==> config.mk <==
export PLATFORM = sky130hd
export DESIGN_NAME = bt_frame_parser
export DESIGN_NICKNAME = d
export VERILOG_FILES = /design/src/rtl/bt_frame_pkg.sv /design/src/rtl/bt_byte_timeout.sv /design/src/rtl/bt_frame_parser.sv
export SDC_FILE = /design/constraint.sdc
export NUM_CORES = 1
export LEC_CHECK = 0
export ABC_AREA = 1
export CAP_MARGIN = 15
export CORE_MARGIN = 2
export CORE_UTILIZATION = 50
export DETAILED_ROUTE_END_ITERATION = 8
export PLACE_DENSITY = 0.77
export REMOVE_ABC_BUFFERS = 1
export SKIP_LAST_GASP = 1
export SYNTH_ARGS = -nofsm -noshare
export SYNTH_HDL_FRONTEND = slang
export SYNTH_SLANG_ARGS = --single-unit
==> constraint.sdc <==
create_clock -name clk -period 2.6 [get_ports clk]
set_input_delay 0.26 -clock clk [delete_from_list [all_inputs] [get_ports clk]]
set_output_delay 0.26 -clock clk [all_outputs]
set_load 0.02 [all_outputs]
==> src/rtl/bt_frame_pkg.sv <==
`default_nettype none
// ============================================================================
// Module      : bt_frame_pkg
// Description : Shared constants, FSM state encoding and LEN width helper
//               for the Bluetooth frame parser.
// Revision    : 1.0 - initial release
// ============================================================================
package bt_frame_pkg;

    localparam logic [7:0] c_SOF_BYTE_DEFAULT = 8'h02;

    typedef enum logic [2:0] {
        S_IDLE    = 3'd0,
        S_CMD     = 3'd1,
        S_LEN     = 3'd2,
        S_PAYLOAD = 3'd3,
        S_CSUM    = 3'd4,
        S_OUT     = 3'd5
    } state_t;

    // Bits needed to hold a length in 0..max_payload inclusive.
    function automatic int len_width(input int max_payload);
        return (max_payload < 1) ? 1 : $clog2(max_payload + 1);
    endfunction

endpackage
`default_nettype wire

==> src/rtl/bt_byte_timeout.sv <==
`default_nettype none
// ============================================================================
// Module      : bt_byte_timeout
// Description : Inter-byte watchdog; counts enabled cycles, pulses o_expire
//               on the cycle the count would reach TIMEOUT_CYCLES.
// Revision    : 1.0 - initial release
// ============================================================================
module bt_byte_timeout #(
    parameter int TIMEOUT_CYCLES = 500000
) (
    input  logic clk,
    input  logic rst,
    input  logic i_clr,
    input  logic i_en,
    output logic o_expire
);

    localparam int               c_CW   = $clog2(TIMEOUT_CYCLES + 1);
    localparam logic [c_CW-1:0]  c_LAST = c_CW'(TIMEOUT_CYCLES - 1);
    localparam logic [c_CW-1:0]  c_ONE  = c_CW'(1);

    logic [c_CW-1:0] r_count;

    always_comb begin
        o_expire = i_en && !i_clr && (r_count == c_LAST);
    end

    always_ff @(posedge clk) begin
        if (rst || i_clr || o_expire) begin
            r_count <= '0;
        end else if (i_en) begin
            r_count <= r_count + c_ONE;
        end
    end

endmodule
`default_nettype wire

==> src/rtl/bt_frame_parser.sv <==
`default_nettype none
// ============================================================================
// Module      : bt_frame_parser
// Description : Parses SOF|CMD|LEN|PAYLOAD|CSUM frames from the UART RX byte
//               stream into a decoded command with valid/ready handoff.
// Revision    : 1.0 - initial release
// ============================================================================
module bt_frame_parser
    import bt_frame_pkg::*;
#(
    parameter int         MAX_PAYLOAD    = 8,
    parameter int         TIMEOUT_CYCLES = 500000,
    parameter logic [7:0] SOF_BYTE       = c_SOF_BYTE_DEFAULT,
    localparam int        LEN_W          = len_width(MAX_PAYLOAD)
) (
    input  logic                     clk,
    input  logic                     reset,
    input  logic                     in_valid,
    input  logic [7:0]               in_data,
    output logic                     in_ready,
    output logic                     cmd_valid,
    input  logic                     cmd_ready,
    output logic [7:0]               cmd_code,
    output logic [LEN_W-1:0]         cmd_len,
    output logic [8*MAX_PAYLOAD-1:0] cmd_payload,
    output logic                     err_csum,
    output logic                     err_len,
    output logic                     err_timeout,
    output logic [15:0]              err_count
);

    localparam logic [7:0]       c_MAX_LEN = 8'(MAX_PAYLOAD);
    localparam logic [LEN_W-1:0] c_IDX_ONE = LEN_W'(1);

    state_t           r_state;
    state_t           w_next_state;
    logic [7:0]       r_csum;
    logic [LEN_W-1:0] r_idx;
    logic             w_accept;
    logic             w_last_byte;
    logic             w_to_clr;
    logic             w_to_en;
    logic             w_expire;
    logic             w_err_csum;
    logic             w_err_len;
    logic             w_err_timeout;

    assign w_accept    = in_valid && in_ready;
    assign w_last_byte = (r_idx == (cmd_len - c_IDX_ONE));
    assign w_to_clr    = w_accept || (r_state == S_IDLE) || (r_state == S_OUT);
    assign w_to_en     = (r_state != S_IDLE) && (r_state != S_OUT);

    bt_byte_timeout #(
        .TIMEOUT_CYCLES (TIMEOUT_CYCLES)
    ) u_timeout (
        .clk      (clk),
        .rst      (reset),
        .i_clr    (w_to_clr),
        .i_en     (w_to_en),
        .o_expire (w_expire)
    );

    always_ff @(posedge clk) begin
        if (reset) begin
            r_state <= S_IDLE;
        end else begin
            r_state <= w_next_state;
        end
    end

    always_comb begin
        w_next_state  = r_state;
        w_err_csum    = 1'b0;
        w_err_len     = 1'b0;
        w_err_timeout = 1'b0;
        case (r_state)
            S_IDLE: begin
                if (w_accept && (in_data == SOF_BYTE)) w_next_state = S_CMD;
            end
            S_CMD: begin
                if (w_accept) w_next_state = S_LEN;
            end
            S_LEN: begin
                if (w_accept) begin
                    if (in_data > c_MAX_LEN) begin
                        w_err_len    = 1'b1;
                        w_next_state = S_IDLE;
                    end else if (in_data == 8'd0) begin
                        w_next_state = S_CSUM;
                    end else begin
                        w_next_state = S_PAYLOAD;
                    end
                end
            end
            S_PAYLOAD: begin
                if (w_accept && w_last_byte) w_next_state = S_CSUM;
            end
            S_CSUM: begin
                if (w_accept) begin
                    if (in_data == r_csum) begin
                        w_next_state = S_OUT;
                    end else begin
                        w_err_csum   = 1'b1;
                        w_next_state = S_IDLE;
                    end
                end
            end
            S_OUT: begin
                if (cmd_ready) w_next_state = S_IDLE;
            end
            default: w_next_state = S_IDLE;
        endcase
        // Expiry only fires mid-frame with no byte accepted, so it never collides with the above.
        if (w_expire) begin
            w_next_state  = S_IDLE;
            w_err_timeout = 1'b1;
        end
    end

    always_comb begin
        in_ready  = (r_state != S_OUT);
        cmd_valid = (r_state == S_OUT);
    end

    always_ff @(posedge clk) begin
        if (reset) begin
            cmd_code    <= '0;
            cmd_len     <= '0;
            cmd_payload <= '0;
            r_csum      <= '0;
            r_idx       <= '0;
            err_csum    <= 1'b0;
            err_len     <= 1'b0;
            err_timeout <= 1'b0;
            err_count   <= '0;
        end else begin
            err_csum    <= w_err_csum;
            err_len     <= w_err_len;
            err_timeout <= w_err_timeout;
            if ((w_err_csum || w_err_len || w_err_timeout) && (err_count != 16'hFFFF)) begin
                err_count <= err_count + 16'd1;
            end
            if (w_accept) begin
                case (r_state)
                    S_IDLE: begin
                        if (in_data == SOF_BYTE) begin
                            cmd_payload <= '0;
                            r_csum      <= '0;
                        end
                    end
                    S_CMD: begin
                        cmd_code <= in_data;
                        r_csum   <= in_data;
                    end
                    S_LEN: begin
                        r_csum <= r_csum ^ in_data;
                        r_idx  <= '0;
                        if (in_data <= c_MAX_LEN) cmd_len <= in_data[LEN_W-1:0];
                    end
                    S_PAYLOAD: begin
                        r_csum <= r_csum ^ in_data;
                        r_idx  <= r_idx + c_IDX_ONE;
                        for (int i = 0; i < MAX_PAYLOAD; i++) begin
                            if (r_idx == LEN_W'(i)) cmd_payload[8*i +: 8] <= in_data;
                        end
                    end
                    default: ;
                endcase
            end
        end
    end

endmodule
`default_nettype wire

# Word level (Yosys, flattened, before mapping)
# Cells that the tools add are included.
# classes
addsub	4
order_cmp	2
n_reduce_logical	36
n_bitwise	1
eq_ne	33
mux	30
# ops
cell	n
64-bit one-hot mux with 2 select lines	1
8-bit two-way mux	9
64-bit two-way mux	1
4-bit AND reduction	8
3-bit two-way mux	9
2-bit inequality test (second input constant)	12
8-bit one-hot mux with 3 select lines	1
19-bit by 1-bit adder with 19-bit output (second input constant)	1
19-bit == test (second input constant)	1
3-bit one-hot mux with 6 select lines	1
16-bit by 1-bit adder with 16-bit output (second input constant)	1
4-bit by 3-bit == test with 1-bit output (second input constant)	4
16-bit inequality test (second input constant)	1
4-bit by 2-bit == test with 1-bit output (second input constant)	2
8-bit by 2-bit == test with 1-bit output (second input constant)	1
8-bit == test	1
8-bit by 4-bit > comparator with 1-bit output (second input constant)	1
8-bit by 4-bit <= comparator with 1-bit output (second input constant)	1
8-bit zero test	1
4-bit one-hot mux with 2 select lines	1
8-bit XOR	1
1-bit logical AND	7
1-bit two-way mux	7
3-bit by 2-bit == test with 1-bit output (second input constant)	2
18 further kinds	31
# word_totals
ff_bits	129
word_cells	124
input_bits	12
out_inout_bits	97

# Logic depth before layout (Yosys ltp)
# depth
depth_word	10
ltp_mapped	12
ltp_nobuf	12

# By module
# A second synthesis with hierarchy kept.
# unflattened
hier_cells	864
area_unflattened_um2	6058.3
# modules_own_cells
mod	seq_area_each_um2	cells_each	n_inst	area_per_inst_um2
bt_frame_parser	2202.1	695	1	4961.0
bt_byte_timeout	380.4	169	1	1097.3

# Worst setup path after synthesis
# OpenSTA, ideal clock, no wires.
# synth_path
kind	register to register
start	register err_count[0]
end	register err_count[10]
t_required_ns	2.468
setup_time_ns	0.132
path_stages_with_launch	10
n_path_buf	1
period_less_slack_ns	1.877
t_arrival_ns	1.745
path_slack_ns	0.723
cell_sequence	dfxtp_1 ha_1 nand2_1 nor2_1 nand2_1 nor2_1 nand4_2 clkbuf_1 nand3_1 a21oi_1
# synth_via
elab_chain_len	2
word_cells_on_any_way	3
# synth_rtl
item	line	source
start: declaration	bt_frame_parser.sv:29	output logic [15:0] err_count
start signal: assignment	bt_frame_parser.sv:141	err_count <= err_count + 16'd1;
branches (longest 2 deep; another with 16-bit by 1-bit adder with 16-bit output)	--	
# Parallel ways; which one is timed is not known.
# A chain may end at the register's enable or synchronous reset.

# Worst setup path after layout
# layout_path
start	register r_state[1]
end	register cmd_payload[50]
# layout_via
elab_chain_len	3
word_cells_on_any_way	9
# layout_rtl
item	line	source
start: declaration	bt_frame_parser.sv:35	state_t r_state;
start signal: assignment	bt_frame_parser.sv:67	r_state <= w_next_state;
3-bit by 2-bit == test with 1-bit output, or another cell as far along	bt_frame_parser.sv:144	case (r_state)
2-bit inequality test (no source line), or another cell as far along	--	
4-bit AND reduction (no source line)	--	
end signal: indexed assignment	bt_frame_parser.sv:164	if (r_idx == LEN_W'(i)) cmd_payload[8*i +: 8] <= in_data;
end: declaration	bt_frame_parser.sv:25	output logic [8*MAX_PAYLOAD-1:0] cmd_payload,
# Parallel ways exist; a longest one is shown, timed or not.

==> results by group <==
STA
  • Setup TNS: 0 ns
  • Fin Clk Skew: slightly below 0.006 ns
  • RSZ-0062 raised after global routing: false
  • Final Hold Vio Count: 0
  • Crit path time final: 2.33 ns
  • Worst slew pin tran: 0.743 ns
  • Fmax: 428 MHz
  • Final setup violating endpoints: 0
  • Relative slew margins: 0.503
  • Tcrit/Tclk final: 0.898
  • Fin. max-slew vios: 0

Worst setup path
  • RR Endpoint: cmd_payload[50]
  • Crit path from: r_state[1]
  • Reg2reg start: r_state[1]
  • Kind of end point of the critical path: flip-flop
  • Crit path kind: reg2reg
  • CP max stage delay: 0.52 ns
  • Crit path max fanout: 18
  • Arr. time, crit path: 2.62 ns
  • R2R depth: 7
  • R2r setup slk: 0.27 ns
  • Worst-path cell chain: inv_2, nand3_2, nand2_1, a21oi_4, nand3_1, o21ai_0, a21oi_1
  • CP Capture Point: cmd_payload[50]
  • CP Launch Type: flip-flop
  • Slowest CP cell: nand3_1
  • Worst EP required: 2.88 ns

Finish
  • Filler cell count: 994
  • N_diodes: 0
  • Most frequent cells in the layout: nand2_1, dfxtp_1, clkdlybuf4s50_1
  • Share of cells above drive strength 1: 0.0726
  • Register area: 2580 µm²
  • Area of the multi-input gates: 2840 µm²
  • Nets: 956
  • Commonest non-fill, non-tap cell in the layout: nand2_1
  • Non-Filler Instances: approximately 1.1k
  • Area growth syn-to-layout: 30.2%

Synth
  • Xor and xnor area share after synthesis: 0.0424
  • Mux contribution to synthesized area: 0
  • Top-area cell type share of the netlist area: 0.431
  • Largest family of logic cells by synthesized area: simple AND/OR/NAND/NOR gates
  • Post-Synthesis Cell Area: 5990 µm²
  • Seq/Total Area, Yosys: 0.431
  • Synth Instances: 826
  • Post-Synth Simple-Gate Area: 0.248
  • Adder-Cell Fraction of Synth Area: 0.0146
  • Top post-synthesis cells by area: dfxtp_1, nand2_1, a21oi_1
  • Yosys warning total: 0
  • Compound-Gate Fraction of Synth Area: 0.169
  • Syn Area/Cell: 7.25 µm²
  • Area leader, netlist: dfxtp_1
  • Netlist cell types: 37
  • Register bit count reported by yosys: 129

Min path
  • Worst min path class: in2reg

Placement
  • Port buffer count: between 100 and 150
  • Placed Cells: 1061
  • DP Wirelength: 10200 µm
  • RePlAce Congestion: 0.867

Route
  • Routed vias: 5723
  • Final WL: 15000 µm
  • Residual DRC: 0
  • Iteration-0 DRC count of the detailed router: 472
  • WL/cell: 13.7 µm
  • 1st-pass router iterations: 5
  • Post-route antenna net violation count: 0
  • DR vias/cell: 5.24

Pwr
  • Power density over the cells: 829 nW/µm²
  • Leakage: 2.86 nW
  • Worst vdd ir: 567 µV

CTS
  • Clk root buf: clkbuf_16
  • Post-CTS Setup Repair Bufs: 0
  • # hold bufs at CTS: 0
  • CTS sink count: ~130
  • Clock-pin slew on the worst setup and hold paths: 0.06 ns
  • TritonCTS clock tree: yes
  • H-tree depth: 4
  • Clock latency on the worst-skew pair: 0.42 ns
  • CTS max path bufs: 2
  • Num CTS Buffers: 17
  • Post-cts gate resize count: 0

Die
  • Die X: 113 µm
  • Die Y: between 100 and 150 µm
  • Row count: 39
  • I/O pins: 109
  • Die area: 12900 µm²
  • Core area: 11600 µm²
  • Initial Utilization: 0.518

Global route
  • Wire length of the first global-routing pass: about 25000 µm
  • Grt ovf: 0
  • GRT Total Usage: 0.241
  • Largest net degree at the start of global routing: 50
  • Initial antenna violation count: 0
  • Vias in the first global route: roughly 5.2k

Outcome
  • Status: finished clean

Run
  • Max-capacitance violation count: 0
[worst min-delay path by stage]
stage                         start               to  slack, ns  cells after the start
floorplan                     reset  cmd_payload[28]       0.33                      1
global placement    cmd_payload[50]  cmd_payload[50]       0.43                      2
detailed placement  cmd_payload[29]  cmd_payload[29]       0.44                      2
CTS                           reset        r_csum[5]       0.33                      4
global route                  reset        r_csum[5]       0.39                      4
finish                        reset        r_csum[5]       0.34                      4
[report_power, final]
group          internal [mW]  total [mW]  switching (mW)
Clock                   1.53        2.42           0.889
Sequential              2.22        2.37           0.148
Combinational          0.632        1.68            1.04
[critical path: cells and delay by family (launching register included)]
family	cells	cell delay [ns]
AO/OA/AOI/OAI	3	0.92
buffers and inverters	1	0.08
flip-flops	1	0.43
AND/OR/NAND/NOR	3	0.77
[stage by stage]
step                hold slack (ns)  power (mW)   util  setup slack [ns]  instance area [µm²]
finish                        0.342        6.46  0.674             0.266                 7800
global route                  0.393        6.77  0.674             0.105                 7800
CTS                           0.328        6.48  0.674             0.342                 7800
global placement              0.432        4.03  0.622             0.305                 7200
detailed placement            0.437        4.05  0.622             0.240                 7200
floorplan                     0.329        3.38      -             0.531                 5830
[kinds of logic (layout without fill, tap and decap cells)]
logic type                 count (synthesis)  count (layout)
AOI/OAI and AO/OA                        190             190
xor gates and xnor gates                  29              29
adders and majority gates                  7               7
buffers and inverters                    140             264
DFF                                      129             129
and+or+nand+nor                          331             331
[registers in the layout, indices dropped and copies added (netlist names)]
name,cells
err_csum,1
cmd_len,4
err_len,1
err_timeout,1
r_idx,4
cmd_code,8
u_timeout.r_count,19
r_csum,8
cmd_payload,64
err_count,16
r_state,3
[final cells by class]
cell class	count	area share
clock buffers	19	0.0568
clock inverters	13	0.0205
inverters	109	0.0525
multi-input cells	557	0.364
flip-flops and latches	129	0.331
well taps	143	0.0229
repair buffers	123	0.152
[metal layers]
layer / vias up / routed length (µm) / track usage / part of all wire
met3: 20 / 705 / 0.0547 / 0.047
met5: - / 0 / 0 / 0
li1: 2932 / - / - / -
met4: 0 / 231 / 0.0715 / 0.015
met1: 2622 / 7210 / 0.334 / 0.48
met2: 149 / 6880 / 0.379 / 0.46
[cells in the mapped netlist]
library cell	n
and2_1	1
nand4_2	1
nand4_1	24
nand2_2	1
nand3_1	41
clkinv_1	1
nand2_4	2
a211oi_1	12
and3_1	1
o21ai_2	1
nor2_2	5
inv_2	4
nand2_1	145
nor3_2	1
a31oi_1	1
buf_4	3
inv_1	104
a21oi_1	97
o21ai_0	64
nor3b_1	2
o22ai_1	8
xnor2_1	9
nand3_4	1
dfxtp_1	129
o21ai_1	4
o21bai_1	2
buf_6	2
clkbuf_1	12
ha_1	7
nand3_2	5
buf_2	14
nand3b_1	2
nor3_1	13
xor2_1	20
nor2_1	85
a21oi_4	1
nor4_1	1
Note: power is estimated with default switching activity, not from simulation.
